<file path="src/rtl/alu_pkg.sv">
// Shared definitions for the execute-stage ALU: opcodes from the ALU control
// decoder, execution FSM states and the default datapath width.
package alu_pkg;

    localparam int ALU_XLEN = 32;

    typedef enum logic [3:0] {
        ALU_AND  = 4'b0000,
        ALU_OR   = 4'b0001,
        ALU_ADD  = 4'b0010,
        ALU_SLL  = 4'b0011,
        ALU_SRL  = 4'b0100,
        ALU_SRA  = 4'b0101,
        ALU_SUB  = 4'b0110,
        ALU_XOR  = 4'b0111,
        ALU_SLT  = 4'b1000,
        ALU_SLTU = 4'b1001,
        ALU_ADDI = 4'b1010
    } alu_op_e;

    typedef enum logic [1:0] {
        IDLE  = 2'd0,
        SHIFT = 2'd1,
        DONE  = 2'd2
    } exec_state_e;

    function automatic logic is_shift_op(input alu_op_e op);
        return (op == ALU_SLL) || (op == ALU_SRL) || (op == ALU_SRA);
    endfunction

endpackage

</file>
<file path="src/rtl/alu_exec_unit_comb.sv">
// Single-cycle datapath for logic, add/sub and compare ops. Shift codes and
// unassigned codes produce zero; shifts are handled by the iterative engine.
module alu_comb
    import alu_pkg::*;
#(
    parameter int XLEN = ALU_XLEN
) (
    input  alu_op_e         op_i,
    input  logic [XLEN-1:0] a_i,
    input  logic [XLEN-1:0] b_i,
    output logic [XLEN-1:0] value_o
);

    always_comb begin
        // NOTE: default assigned first so no path leaves value_o unassigned (no latch).
        value_o = '0;
        case (op_i)
            ALU_AND:           value_o = a_i & b_i;
            ALU_OR:            value_o = a_i | b_i;
            ALU_XOR:           value_o = a_i ^ b_i;
            ALU_ADD, ALU_ADDI: value_o = a_i + b_i;
            ALU_SUB:           value_o = a_i - b_i;
            ALU_SLT:           value_o = {{(XLEN-1){1'b0}}, ($signed(a_i) < $signed(b_i))};
            ALU_SLTU:          value_o = {{(XLEN-1){1'b0}}, (a_i < b_i)};
            default:           value_o = '0;
        endcase
    end

endmodule

</file>
<file path="src/rtl/alu_exec_unit.sv">
// Execute-stage ALU with valid/ready handshakes: single-cycle ops via alu_comb,
// shifts iterated SHIFT_STEP bits per cycle in a working register.
module alu_exec_unit
    import alu_pkg::*;
#(
    parameter int XLEN       = ALU_XLEN,
    parameter int SHIFT_STEP = 1
) (
    input  logic            clk,
    input  logic            rst_n,
    input  logic            flush,
    input  logic            in_valid,
    output logic            in_ready,
    input  logic [3:0]      alu_control,
    input  logic [XLEN-1:0] operand_a,
    input  logic [XLEN-1:0] operand_b,
    output logic            out_valid,
    input  logic            out_ready,
    output logic [XLEN-1:0] result,
    output logic            zero,
    output logic            busy
);

    localparam int                CNT_W = 6;
    localparam logic [CNT_W-1:0] STEP  = CNT_W'(SHIFT_STEP);

    exec_state_e      state_q, state_d;
    alu_op_e          op_q, op_d;
    logic [XLEN-1:0]  result_q, result_d;
    logic [XLEN-1:0]  work_q, work_d;
    logic [CNT_W-1:0] cnt_q, cnt_d;

    alu_op_e          in_op;
    logic             accept;
    logic [XLEN-1:0]  comb_value;
    logic [CNT_W-1:0] step_amt;
    logic [CNT_W-1:0] cnt_next;
    logic [XLEN-1:0]  shifted;

    assign in_op    = alu_op_e'(alu_control);
    assign in_ready = (state_q == IDLE) || ((state_q == DONE) && out_ready);
    assign accept   = in_valid && in_ready && !flush;

    assign out_valid = (state_q == DONE);
    assign busy      = (state_q != IDLE);
    assign result    = result_q;
    assign zero      = (result_q == '0);

    alu_comb #(.XLEN(XLEN)) u_comb (
        .op_i    (in_op),
        .a_i     (operand_a),
        .b_i     (operand_b),
        .value_o (comb_value)
    );

    // Each shift cycle moves by min(remaining, SHIFT_STEP) bits.
    assign step_amt = (cnt_q < STEP) ? cnt_q : STEP;
    assign cnt_next = cnt_q - step_amt;

    always_comb begin
        shifted = work_q;
        case (op_q)
            ALU_SLL: shifted = work_q << step_amt;
            ALU_SRL: shifted = work_q >> step_amt;
            ALU_SRA: shifted = unsigned'($signed(work_q) >>> step_amt);
            default: shifted = work_q;
        endcase
    end

    always_comb begin
        state_d  = state_q;
        op_d     = op_q;
        result_d = result_q;
        work_d   = work_q;
        cnt_d    = cnt_q;
        if (flush) begin
            state_d = IDLE;
            cnt_d   = '0;
        end else if (accept) begin
            op_d = in_op;
            if (is_shift_op(in_op)) begin
                work_d = operand_a;
                cnt_d  = {1'b0, operand_b[4:0]};
                if (operand_b[4:0] == 5'd0) begin
                    result_d = operand_a;
                    state_d  = DONE;
                end else begin
                    // Result reads zero while shifting; partial values stay internal.
                    result_d = '0;
                    state_d  = SHIFT;
                end
            end else begin
                result_d = comb_value;
                state_d  = DONE;
            end
        end else begin
            case (state_q)
                SHIFT: begin
                    work_d = shifted;
                    cnt_d  = cnt_next;
                    if (cnt_next == '0) begin
                        result_d = shifted;
                        state_d  = DONE;
                    end
                end
                DONE: begin
                    if (out_ready) state_d = IDLE;
                end
                default: ;
            endcase
        end
    end

    always_ff @(posedge clk or negedge rst_n) begin
        if (!rst_n) begin
            state_q  <= IDLE;
            op_q     <= ALU_AND;
            result_q <= '0;
            work_q   <= '0;
            cnt_q    <= '0;
        end else begin
            // NOTE: non-blocking so every register samples pre-edge values.
            state_q  <= state_d;
            op_q     <= op_d;
            result_q <= result_d;
            work_q   <= work_d;
            cnt_q    <= cnt_d;
        end
    end

endmodule
</file>
<file path="config.mk">
export PLATFORM = sky130hd
export DESIGN_NAME = alu_exec_unit
export DESIGN_NICKNAME = d
export VERILOG_FILES = /design/src/rtl/alu_pkg.sv /design/src/rtl/alu_exec_unit_comb.sv /design/src/rtl/alu_exec_unit.sv
export SDC_FILE = /design/constraint.sdc
export NUM_CORES = 1
export LEC_CHECK = 0
export BUFFER_PORTS_ARGS = -buffer_cell sky130_fd_sc_hd__buf_2
export CAP_MARGIN = 0
export CORE_MARGIN = 3
export CORE_UTILIZATION = 60
export CTS_CLUSTER_DIAMETER = 40
export CTS_CLUSTER_SIZE = 12
export DETAILED_ROUTE_END_ITERATION = 10
export PLACE_DENSITY = 0.82
export SYNTH_ARGS = -nofsm -noshare
export SYNTH_HDL_FRONTEND = slang
export SYNTH_HIERARCHICAL = 1
export SYNTH_SLANG_ARGS = --single-unit
export TNS_END_PERCENT = 5
</file>
<file path="constraint.sdc">
create_clock -name clk -period 5.33 [get_ports clk]
set_clock_uncertainty 0.2 [all_clocks]
set_input_delay 1.066 -clock clk [delete_from_list [all_inputs] [get_ports clk]]
set_output_delay 1.066 -clock clk [all_outputs]
set_load 0.02 [all_outputs]
</file>
==> flow_metrics.env <==
export IMPL_grt_pass1_vias=9590
export IMPL_final_layout_size_suffix_gt1_frac=0.172
export IMPL_synth_seq_cells=76
export IMPL_synth_edf_count=0
export IMPL_yosys_area_share_xor_xnor=0.00365
export IMPL_syn_to_final_growth_pct=9.87
export IMPL_r2r_cells=9
export IMPL_p_leak_nw=4.80
export IMPL_end_kind="flop"
export IMPL_antenna_found_initial=0
export IMPL_yosysSeqAreaShare=0.198
export IMPL_clockBufferDepth=2
export IMPL_setup_tns_ns=0
export IMPL_cp_slowest_cell="a221oi_1"
export IMPL_dp_cells=1520
export IMPL_slowest_delay_ns=0.61
export IMPL_final_nets=1493
export IMPL_hold_path_cell_count=2
export IMPL_grt_max_degree=77
export IMPL_holdWs_ns=0.302
export IMPL_critPathTopFamily="compound AO/OA/AOI/OAI gates"
export IMPL_setup_ws_ns=0.755
export IMPL_synth_ff_type="dfrtp_1"
export IMPL_gp_congestion=1.02
export IMPL_drv_slew=0
export IMPL_clkSlewWorstSetupHoldPaths_ns=0.06
export IMPL_drc=0
export IMPL_required_ns=5.33
export IMPL_core_area_um2=15400
export IMPL_drt_first_pass_iters=6
export IMPL_finalCritPeriodShare=0.858
export IMPL_syn_inst=1269
export IMPL_yosysWarnings=6
export IMPL_die_h_um=132
export IMPL_final_core_util=0.683
export IMPL_n_antenna_cell=0
export IMPL_synth_compound_area_frac=0.389
export IMPL_synth_adder_area_share=0.132
export IMPL_cp_arrival_ns=4.57
export IMPL_ys_types=91
export IMPL_peakVddDrop_uv=198
export IMPL_wire_per_inst_um=21.7
export IMPL_syn_nets=1442
export IMPL_synth_avg_cell_area_um2=7.56
export IMPL_worstSetupPathType="in -> reg"
export IMPL_die_x_um=132
export IMPL_final_common_cell="nand2_1"
export IMPL_hold_buffers=0
export IMPL_max_slew_margin=0.324
export IMPL_p_per_area_nw_per_um2=326
export IMPL_dieArea_um2=17500
export IMPL_stdcell_count=1536
export IMPL_multiInputGateArea_um2=6910
export IMPL_portBuffers=108
export IMPL_rows=45
export IMPL_synth_top_family_by_area="compound AO/OA/AOI/OAI gates"
export IMPL_num_io_pins=109
export IMPL_timing_final_crit_period_ns=4.58
export IMPL_h_tree_depth=3
export IMPL_cp_cell_sequence="buf_2 > inv_1 > ha_1 > nor2b_4 > a2111oi_2 > a2111oi_4 > o211ai_2 > a31oi_4 > a21oi_2 > o21ai_2 > xnor2_1 > a221oi_2 > o31ai_2 > a221oi_1 > o31ai_2"
export IMPL_cpMostUsedCell="o31ai_2"
export IMPL_cts_tree="yes"
export IMPL_cts_root_buf="clkbuf_16"
export IMPL_cts_sinks=76
export IMPL_seq_area_um2=1900
export IMPL_clkLatencyLatePin_ns=0.34
export IMPL_layout_common_cells="141 x nand2_1, 112 x o21ai_0, 107 x buf_2"
export IMPL_wl_um=33300
export IMPL_drv_cap=0
export IMPL_cts_setup_buffers=0
export IMPL_synth_top_area_cell="dfrtp_1"
export IMPL_n_fill_cell=1358
export IMPL_postCtsResizedCells=0
export IMPL_synth_area_um2=9600
export IMPL_synth_top_area_frac=0.198
export IMPL_viasPerCell=6.98
export IMPL_rsz0062_at_grt="false"
export IMPL_place_hpwl_um=23800
export IMPL_tightest_slew_ns=1.01
export IMPL_maxClockFrequency_ghz=0.219
export IMPL_start_util=0.622
export IMPL_drtIter0Drc=1653
export IMPL_grt_overflow=0
export IMPL_final_hold_viol_count=0
export IMPL_num_vias=10700
export IMPL_synth_simple_gate_area_frac=0.190
export IMPL_worstSetupPathDepth=15
export IMPL_grt_util_all_layers=0.362
export IMPL_dp_slack_ns=0.568
export IMPL_async_flop_share=1.00
export IMPL_final_setup_viol_count=0
export IMPL_crit_fanout=8
export IMPL_detail_route_antenna_nets=0
export IMPL_hp_class="reg -> reg"
export IMPL_crit_buf_inv=2
export IMPL_cts_inserted_buffers=9
export IMPL_synth_top_cells_by_area="dfrtp_1 20%, ha_1 13%, a221oi_1 6.5%, o21ai_0 5.8%, nand2_1 5.5%"
export IMPL_start_kind="input pin"
export IMPL_grt_pass1_wl_um=52300
export IMPL_status="complete, no violations"
export IMPL_synth_area_mux_share=0.00326
[through the flow]
stage / total power [mW] / cell area [um2]
after floorplan: 2.12 / 9600
after global routing: 3.61 / 10500
after CTS: 3.39 / 10500
after detailed placement: 2.62 / 10200
after global placement: 2.59 / 10200
final: 3.43 / 10500
[cell usage after synthesis (all sizes together), types with 4 or more instances]
library cell	n
nand4	9
o221a	4
o31ai	39
dfrtp	76
o21a	5
nor3	30
nand3	24
a31o	4
o2111ai	4
a22oi	4
clkbuf	58
nand3b	6
nor2b	14
a41oi	4
nand2	141
a2111oi	5
nand2b	13
o211ai	15
nor4	19
nor2	107
o22ai	13
a211oi	7
or3	5
o221ai	13
ha	98
buf	32
a221oi	73
a22o	26
o21bai	16
xnor2	4
a21o	16
a21oi	94
o21ai	127
a31oi	11
inv	103
[tightest hold or removal path, cell delays in order (launching register included)]
cell and delay (ns):
dfrtp_1 0.35, nand2_1 0.06, o31ai_2 0.05
[kinds of logic after synthesis]
logic type | count (synthesis)
simple gates | 387
flops | 76
buf+inv | 194
mux | 3
xor+xnor | 4
fa+ha+maj | 100
compound gates | 505
[worst paths after layout]
| path | startpoint | end | slack (ns) |
|---|---|---|---|
| max | operand_b[4] | result[25]$_DFFE_PN0P_ | 0.75 |
| min | result[2]$_DFFE_PN0P_ | result[2]$_DFFE_PN0P_ | 0.30 |
| max reg2reg | cnt_q[4]$_DFFE_PN0P_ | result[15]$_DFFE_PN0P_ | 1.80 |
| min reg2reg | result[2]$_DFFE_PN0P_ | result[2]$_DFFE_PN0P_ | 0.30 |
| max in group asynchronous | rst_n | result[16]$_DFFE_PN0P_ | 3.61 |
| min in group asynchronous | rst_n | result[6]$_DFFE_PN0P_ | 0.67 |
[layout make-up]
| cell class | instances | area share |
|---|---|---|
| clock buffer | 10 | 0.0217 |
| tap | 211 | 0.0250 |
| multi-input combinational | 999 | 0.656 |
| inverter | 104 | 0.0370 |
| timing repair buffer | 130 | 0.0672 |
| clock inverter | 6 | 0.0129 |
| sequential | 76 | 0.180 |
[registers in the layout, summed over array words and instances (netlist names)]
name and flops:
op_q 4, result 32, state_q 2, cnt_q 6
work_q 32
[routing by layer]
metal | routed length, um | share of wire | track usage
met5 | 0 | 0 | 0
met4 | 1100 | 0.033 | 0.120
met3 | 4420 | 0.13 | 0.0692
met2 | 14100 | 0.42 | 0.531
met1 | 13700 | 0.41 | 0.535
[power by group]
part | total, mW | internal (mW) | switching (mW) | leakage, nW
registers | 1.07 | 0.811 | 0.255 | 0.970
clock network | 0.757 | 0.506 | 0.251 | 0.173
logic | 1.61 | 0.588 | 1.02 | 3.65
No activity file was read; power rests on OpenSTA's default activity.
